===== src/rtl/maxpool_relu_unit.sv =====
// maxpool_relu_unit: reads the conv buffer per kernel, applies signed max pooling
// plus ReLU, and writes one pooled value per window into the pool buffer.
module maxpool_relu_unit #(
   parameter int DATA_WIDTH    = 16,
   parameter int CONV_LEN      = 25,
   parameter int KERNELS       = 4,
   parameter int POOL_SIZE     = 2,
   parameter int POOL_STRIDE   = 2,
   parameter int IN_ADDR_BITS  = 7,
   parameter int OUT_ADDR_BITS = 6
) (
   input  logic                     clk,
   input  logic                     rst_n,
   input  logic                     start,
   output logic                     busy,
   output logic                     done,
   output logic [IN_ADDR_BITS-1:0]  rd_address,
   input  logic [DATA_WIDTH-1:0]    rd_data,
   output logic [OUT_ADDR_BITS-1:0] wr_address,
   output logic [DATA_WIDTH-1:0]    wr_data,
   output logic                     write
);
   localparam int POOLED_LEN = (CONV_LEN - POOL_SIZE) / POOL_STRIDE + 1;
   localparam int CW = IN_ADDR_BITS;
   typedef enum logic [2:0] {IDLE, FETCH, LAST, WRITE, DONE} state_t;
   state_t state;
   logic [CW-1:0] k, w, j, nk, nw;
   logic [DATA_WIDTH-1:0] mx, cand;
   logic first, last_win;
   function automatic logic [CW-1:0] rd_addr(input logic [CW-1:0] kk, ww, jj);
      return CW'(kk * CW'(CONV_LEN) + ww * CW'(POOL_STRIDE) + jj);
   endfunction
   // rd_data lags the address by one cycle, so the first sample of a window lands
   // on the second FETCH cycle (or in LAST when a window holds a single element)
   always_comb begin
      first    = (state == FETCH && j == CW'(1)) || (state == LAST && POOL_SIZE == 1);
      cand     = (first || $signed(rd_data) > $signed(mx)) ? rd_data : mx;
      last_win = k == CW'(KERNELS - 1) && w == CW'(POOLED_LEN - 1);
      nk       = (w == CW'(POOLED_LEN - 1)) ? k + 1'b1 : k;
      nw       = (w == CW'(POOLED_LEN - 1)) ? '0 : w + 1'b1;
   end
   always_ff @(posedge clk or negedge rst_n) begin
      if (!rst_n) begin
         state      <= IDLE;
         busy       <= 1'b0;
         done       <= 1'b0;
         write      <= 1'b0;
         rd_address <= '0;
         wr_address <= '0;
         wr_data    <= '0;
         k          <= '0;
         w          <= '0;
         j          <= '0;
         mx         <= '0;
      end else begin
         done  <= 1'b0;
         write <= 1'b0;
         case (state)
            IDLE: if (start) begin
               state      <= FETCH;
               busy       <= 1'b1;
               k          <= '0;
               w          <= '0;
               j          <= '0;
               rd_address <= '0;
            end
            FETCH: begin
               if (j != '0) mx <= cand;
               if (j == CW'(POOL_SIZE - 1)) state <= LAST;
               else begin
                  j          <= j + 1'b1;
                  rd_address <= rd_addr(k, w, j + 1'b1);
               end
            end
            LAST: begin
               mx         <= cand;
               state      <= WRITE;
               write      <= 1'b1;
               wr_address <= OUT_ADDR_BITS'(k * CW'(POOLED_LEN) + w);
               wr_data    <= cand[DATA_WIDTH-1] ? '0 : cand;
            end
            WRITE: if (last_win) begin
               state <= DONE;
               busy  <= 1'b0;
               done  <= 1'b1;
            end else begin
               state      <= FETCH;
               k          <= nk;
               w          <= nw;
               j          <= '0;
               rd_address <= rd_addr(nk, nw, '0);
            end
            DONE:    state <= IDLE;
            default: state <= IDLE;
         endcase
      end
   end
endmodule

===== config.mk =====
export PLATFORM = sky130hd
export DESIGN_NAME = maxpool_relu_unit
export DESIGN_NICKNAME = d
export VERILOG_FILES = /design/src/rtl/maxpool_relu_unit.sv
export SDC_FILE = /design/constraint.sdc
export NUM_CORES = 1
export LEC_CHECK = 0
export ABC_CLOCK_PERIOD_IN_PS = 6800
export BUFFER_PORTS_ARGS = -buffer_cell sky130_fd_sc_hd__buf_2
export CORE_ASPECT_RATIO = 2
export CORE_MARGIN = 5
export CORE_UTILIZATION = 33
export DETAILED_ROUTE_END_ITERATION = 7
export GPL_ROUTABILITY_DRIVEN = 0
export PLACE_DENSITY_LB_ADDON = 0.2
export SYNTH_ARGS = -nofsm -noshare
export SYNTH_HDL_FRONTEND = slang
export SYNTH_SLANG_ARGS = --single-unit

===== constraint.sdc =====
create_clock -name clk -period 6.8 [get_ports clk]
set_clock_uncertainty 0.05 [all_clocks]
set_input_delay 1.36 -clock clk [delete_from_list [all_inputs] [get_ports clk]]
set_output_delay 1.36 -clock clk [all_outputs]
set_load 0.005 [all_outputs]

* After elaboration in Yosys (flattened, before gate mapping)
Index checks and enable logic that the tools add are counted.
Storage, ports and cells: flip-flop bits (word level) 72, bits in latches 0, bits in writable memories 0, memory bits (read-only) 0, input bits 19, output and inout bits 32, logic and storage cells 74, memories kept 0
Cells by class: $add $sub $neg 7, multipliers 3, divide/modulo/power cells 0, order comparisons 1, eq/ne operators 12, shifts and indexed selects 0, multiplexer cells 27, bitwise operators 0, reduce and logical (&&, ||, !) cells 13
Operator list (count):
- 7-bit 2-to-1 mux | 9
- 7-bit case mux with 3 select lines | 2
- 16-bit 2-to-1 mux | 2
- 16-bit case mux with 2 select lines | 1
- 7-bit case mux with 2 select lines | 2
- 7-bit by 1-bit adder with 7-bit output, second input constant | 3
- 7-bit adder | 3
- 16-bit greater-than comparator | 1
- 15-bit 2-to-1 mux | 1
- 7-bit by 5-bit multiplier with 7-bit output, second input constant | 2
- 3-bit case mux with 4 select lines | 1
- 3-bit 2-to-1 mux | 3
- 2-bit != test, second input constant | 4
- 7-bit by 1-bit equality test with 1-bit output, second input constant | 1
- 7-bit by 2-bit equality test with 1-bit output, second input constant | 1
- 7-bit by 4-bit equality test with 1-bit output, second input constant | 1
- 7-bit by 2-bit multiplier with 4-bit output, second input constant | 1
- 7-bit nonzero test | 1
- 6-bit adder | 1
- 3-bit by 2-bit equality test with 1-bit output, second input constant | 2
- 3-bit AND reduction | 2
- 1-bit 2-to-1 mux | 5
- 2-bit by 1-bit != test with 1-bit output, second input constant | 2
- 2-bit AND reduction | 2
- other kinds (8) | 10

* Longest topological paths before layout
depth after elaboration 6, mapped depth 17, mapped depth without buffers 16

* Least setup slack after synthesis
No wires, ideal clock.
path type register to register, from register w[5], to register rd_address[6], library setup time 0.082 ns, arrival time 3.995 ns, data required time 6.668 ns, slack 2.673 ns, stages on the path, launching flop included 17, buffers on the path 1, clock period less this slack 4.127 ns, cell sequence dfrtp_1 -> buf_2 -> nor4_4 -> nand3_2 -> nor2_1 -> and3_1 -> xor2_1 -> ha_1 -> inv_1 -> fa_1 -> inv_1 -> fa_1 -> ha_1 -> a21oi_1 -> xor3_1 -> o32a_1 -> a31oi_1
On the way: word-level cells in the longest chain between the ends 6, elaborated cells between the ends (all ways) 14, classes of those cells add/sub: 4; mul: 1; eq/ne: 2; mux: 5; reduce/logical: 2
RTL lines:
- start, declared | line 27 | logic [CW-1:0] k, w, j, nk, nw;
- start signal, assigned | line 89 | w <= nw;
- 7-bit by 4-bit equality test with 1-bit output | line 38, 39, 40
- 7-bit 2-to-1 mux | line 39 | nk = (w == CW'(POOLED_LEN - 1)) ? k + 1'b1 : k;
- 7-bit by 5-bit multiplier with 7-bit output | line 31 | return CW'(kk * CW'(CONV_LEN) + ww * CW'(POOL_STRIDE) + jj);
- 7-bit adder | line 31
- 7-bit 2-to-1 mux | line 82 | WRITE: if (last_win) begin
- 7-bit case mux with 3 select lines | line 58 | case (state)
- end signal, assigned | line 72 | rd_address <= rd_addr(k, w, j + 1'b1);
- end signal, assigned | line 91 | rd_address <= rd_addr(nk, nw, '0);
- end, declared | line 17 | output logic [IN_ADDR_BITS-1:0] rd_address,
Parallel ways exist; a longest one is shown, timed or not. The select of a mux whose other input is x is not followed. A chain may end at the register's enable or synchronous reset.

* Final worst setup path
from register w[4], to register rd_address[6]
The elaborated chain is that of the path after synthesis.

==> results by stage <==
Status:
- The run finished with clean final reports.

Worst setup path:
- The nature of the critical path startpoint is a flip-flop.
- The maximum cell stage delay along the critical path is ~0.50 ns.
- The maximum net fanout on the critical path is 8.
- STA puts the critical path data required time at ~7.0 ns.
- The data arrival time at the worst-slack endpoint is ~4.7 ns.
- In this run the critical register-to-register path is captured at rd_address[6]$_DFFE_PN0P_.
- The worst register-to-register path has a depth of 15.
- The kind of cell with the highest combined delay along the critical path is adder cells.
- The setup slack of the worst register-to-register path is 2.36 ns.
- The type of element capturing the critical path is a flip-flop.
- The worst register-to-register path begins at w[4]$_DFFE_PN0P_.
- The buffering stage count on the worst path with inverters included is 2.
- The kind of critical path is flip-flop to flip-flop.
- Traced cell by cell, the critical path runs through nor4_4 > nand3_2 > nor2_1 > and3_1 > xor2_1 > ha_1 > inv_1 > fa_1 > inv_1 > fa_1 > ha_1 > a21oi_1 > xor3_1 > o32a_1 > a31oi_1.
- The library cell contributing the largest single delay on the critical path is dfrtp_1.

Clocking:
- Counting along the longest clock path gives a buffer depth of 2.
- TritonCTS built the clock tree.
- In this run the number of H-tree levels came out at 3.
- The CTS sink count is 71.
- The post-CTS resize count is 0.
- The total clock buffers created by CTS is 9.
- Buffers inserted to repair hold after CTS numbered 0.
- The CTS clock-pin slew for the worst setup and hold paths is around 0.060 ns.
- The buffer count from post-CTS setup fixing is 0.
- At the later pin of the worst-skew pair, clock insertion delay measures 0.34 ns.
- The root buffer cell chosen for the clock tree is clkbuf_16.

Timing:
- The aggregate negative setup slack is 0 ns.
- Setup repair after global routing left no endpoint under its margin.
- Setup violations remaining at the end of the flow were counted as 0.
- The number of pins with negative max-slew slack in the final report is 0.
- The worst max-slew margin expressed relative to the limit is a little under a third.
- The highest clock rate is 225.5 MHz.
- The count of final hold-check violations is 0.
- The final worst setup slack is 2.365 ns.
- The transition time at the pin with the least slew margin is approximately 1.0 ns.
- Subtracting the final worst setup slack from the clock period gives about 4.4 ns.
- In the finished design, the share of the clock period the worst path needs comes to between 60% and 70%.

Die:
- The height of the die is 183.2 um.
- The width of the die is approximately 97 um.
- between 50 and 60 I/O pins were placed.
- The floorplan has 63 rows.
- The area of the die is 0.01770 sq mm.
- The core region is about 0.015 sq mm.
- The effective utilization at floorplan is between 30% and 40%.

Finish:
- 0 antenna diodes ended up in the layout.
- The area added between synthesis and finish is 14.74%.
- The register area is between 0.0015 and 0.002 sq mm.
- The share of post-route cells with drive strength above 1 is between 20% and 30%.
- The multi-input combinational cell area is ~0.0029 sq mm.
- The number of inserted filler cells in the final layout is about 1.6k.
- The final layout contains ~590 nets.

Route:
- The routed wire length per instance is ~18 um.
- The count of nets left with antenna violations after detail routing is 0.
- The pre-antenna-repair detailed-routing pass consisted of 4 iterations.
- In the routed layout, each cell is associated on average with a via count of 5.061.
- The total wire length is around 13000 um.
- In the routed design, unresolved DRC markers number 0.
- The total via count after detailed routing is between 3k and 4k.
- The first routing iteration left around 120 violations.

Synthesis:
- The warning count from the yosys run is 0.
- The post-synthesis async set-or-reset flop share is 100.0%.
- Averaged over all synthesized cells, the footprint is 10.81 sq um.
- Synthesis inferred around 70 register bits.
- The synthesized netlist contains 63 unique library cells.
- The most instantiated library cell after synthesis is dfrtp_1.
- Summing every instance area after synthesis gives just under 0.005 sq mm.
- The synthesized netlist net count is about 550.
- The cell count after synthesis is 458.
- In the synthesized netlist, the cells that appear most often are 71 x dfrtp_1, 55 x ha_1, 49 x inv_1, 24 x xnor2_1.
- The number of synthesized flops with an enable pin is 0.
- Summing the sequential cell areas from Yosys gives a little over a third of the chip area.
- After synthesis, the cell types taking the most area are dfrtp_1 36%, ha_1 14%, fa_1 5.7%, xnor2_1 4.2%, inv_1 3.7%.
- Among all flip-flop cells after synthesis, the most frequent one is dfrtp_1.
- In this run the biggest area consumer among cell types represents 35.89% of the synthesized area.
- The largest area contributor in the netlist is dfrtp_1.

GRT:
- The global route total overflow is 0.
- Entering global routing, the biggest net connects just over 70 pins.
- The via count of the first global-routing pass is a little under 4k.
- The initial antenna violation count is 0.
- The wire length of the first global-routing pass is ~20000 um.
- The total routing resource utilization after global routing is between 10% and 20%.

Worst hold path:
- The kind of path behind the tightest hold check is flip-flop to flip-flop.
- The number of cells on the worst hold path is 1.
- The critical hold path startpoint is wr_address[3]$_DFFE_PN0P_.
- The end of the worst hold path is wr_address[3]$_DFFE_PN0P_.

Placed design:
- During placement, the flow inserted port buffers numbering 49.
- The pre-CTS worst setup slack is 2.420 ns.
- The sum of net half-perimeters after detailed placement is slightly below 10000 um.

Power and ir drop:
- The analysis attributes to cell leakage a power of 2.737 nW.
- The worst ir drop on vdd is ~120 uV.
- In this run the power density over the cells is ~190 mW/mm^2.

Run:
- Max-cap violations in this run came to 0.
## flip-flops by register name, summed over array words and instances, names as in the netlist
signal / flops
busy: 1
j: 7
wr_address: 6
done: 1
rd_address: 7
wr_data: 15
k: 7
mx: 16
write: 1
w: 7
state: 3
## worst register-to-register path, delay by kind of cell (launching register included)
family,cells,cell delay [ns]
AOI/OAI and AO/OA,3,0.64
xor gates and xnor gates,2,0.35
adders and majority gates,4,1.60
buffers and inverters,2,0.10
DFF,1,0.50
and+or+nand+nor,4,1.14
## worst max-delay path by stage
stage                      from                   endpoint  cells past startpoint
2_1_floorplan  w[5]$_DFFE_PN0P_  rd_address[6]$_DFFE_PN0P_                     16
3_3_place_gp   w[4]$_DFFE_PN0P_  rd_address[6]$_DFFE_PN0P_                     15
3_5_place_dp   w[4]$_DFFE_PN0P_  rd_address[6]$_DFFE_PN0P_                     15
4_1_cts        w[4]$_DFFE_PN0P_  rd_address[6]$_DFFE_PN0P_                     15
5_1_grt        w[4]$_DFFE_PN0P_  rd_address[6]$_DFFE_PN0P_                     15
6_report       w[4]$_DFFE_PN0P_  rd_address[6]$_DFFE_PN0P_                     15
## final cells by class
type	count	share of cell area [%]
clock buffer	9	3.966
timing repair buffer	51	4.627
clock inverter	7	1.674
tap	195	4.296
multi-input combinational	322	50.91
sequential	71	31.28
inverter	49	3.239
## routing by layer
layer	vias to the layer above	track usage [%]	part of all wire, %
met5	-	0	0
met1	1746	13.75	35
met3	36	2.703	3.1
li1	1703	-	-
met2	78	28.32	56
met4	0	9.561	5.9
## placed cells by master, fill, tap and decap left out, types with 2 or more instances in the layout
| cell | n |
|---|---|
| nor2b_1 | 17 |
| a22oi_1 | 6 |
| or2_1 | 2 |
| nor4_2 | 2 |
| buf_2 | 48 |
| inv_1 | 49 |
| o22ai_1 | 5 |
| buf_4 | 3 |
| nand3_2 | 2 |
| and3_1 | 7 |
| nand4_1 | 7 |
| clkinv_2 | 2 |
| nand2_1 | 20 |
| ha_1 | 55 |
| mux2_2 | 10 |
| o211ai_1 | 2 |
| a31oi_1 | 4 |
| a21oi_1 | 20 |
| a221o_1 | 15 |
| a21o_2 | 2 |
| a32o_1 | 6 |
| o21ai_0 | 14 |
| clkbuf_16 | 9 |
| bufinv_16 | 2 |
| nand3_1 | 11 |
| xnor2_1 | 24 |
| fa_1 | 14 |
| dfrtp_1 | 71 |
| nor2_1 | 18 |
| xor2_1 | 13 |
| a21o_1 | 6 |
| mux2_4 | 10 |
## report_power, final
part           switching (mW)  internal (mW)
sequential             0.0141          0.445
combinational          0.0559         0.0565
clock                   0.198          0.322
## cells by family (layout without fill, tap and decap cells)
| group | count (synthesis) | after routing | synth area share, % |
|---|---|---|---|
| xor+xnor | 39 | 39 | 7.482 |
| mux | 21 | 21 | 5.511 |
| flops | 71 | 71 | 35.89 |
| buf+inv | 65 | 116 | 5.738 |
| other cells | 1 | 1 | 0.07576 |
| fa+ha+maj | 69 | 69 | 19.57 |
| compound gates | 90 | 90 | 13.25 |
| simple gates | 102 | 102 | 12.49 |
## per-stage QoR
stage	util (%)	hold WS, ns	power [mW]	area [sq um]	std cells
6_report	38.32	0.4561	1.092	5679	704
5_1_grt	38.32	0.4860	1.138	5679	704
4_1_cts	38.32	0.4612	1.109	5679	704
3_5_place_dp	36.16	0.4462	0.5817	5359	688
3_3_place_gp	36.16	0.4407	0.5797	5359	688
2_1_floorplan	-	0.4319	0.5366	4950	458
Power figures use the tool's default switching activity.
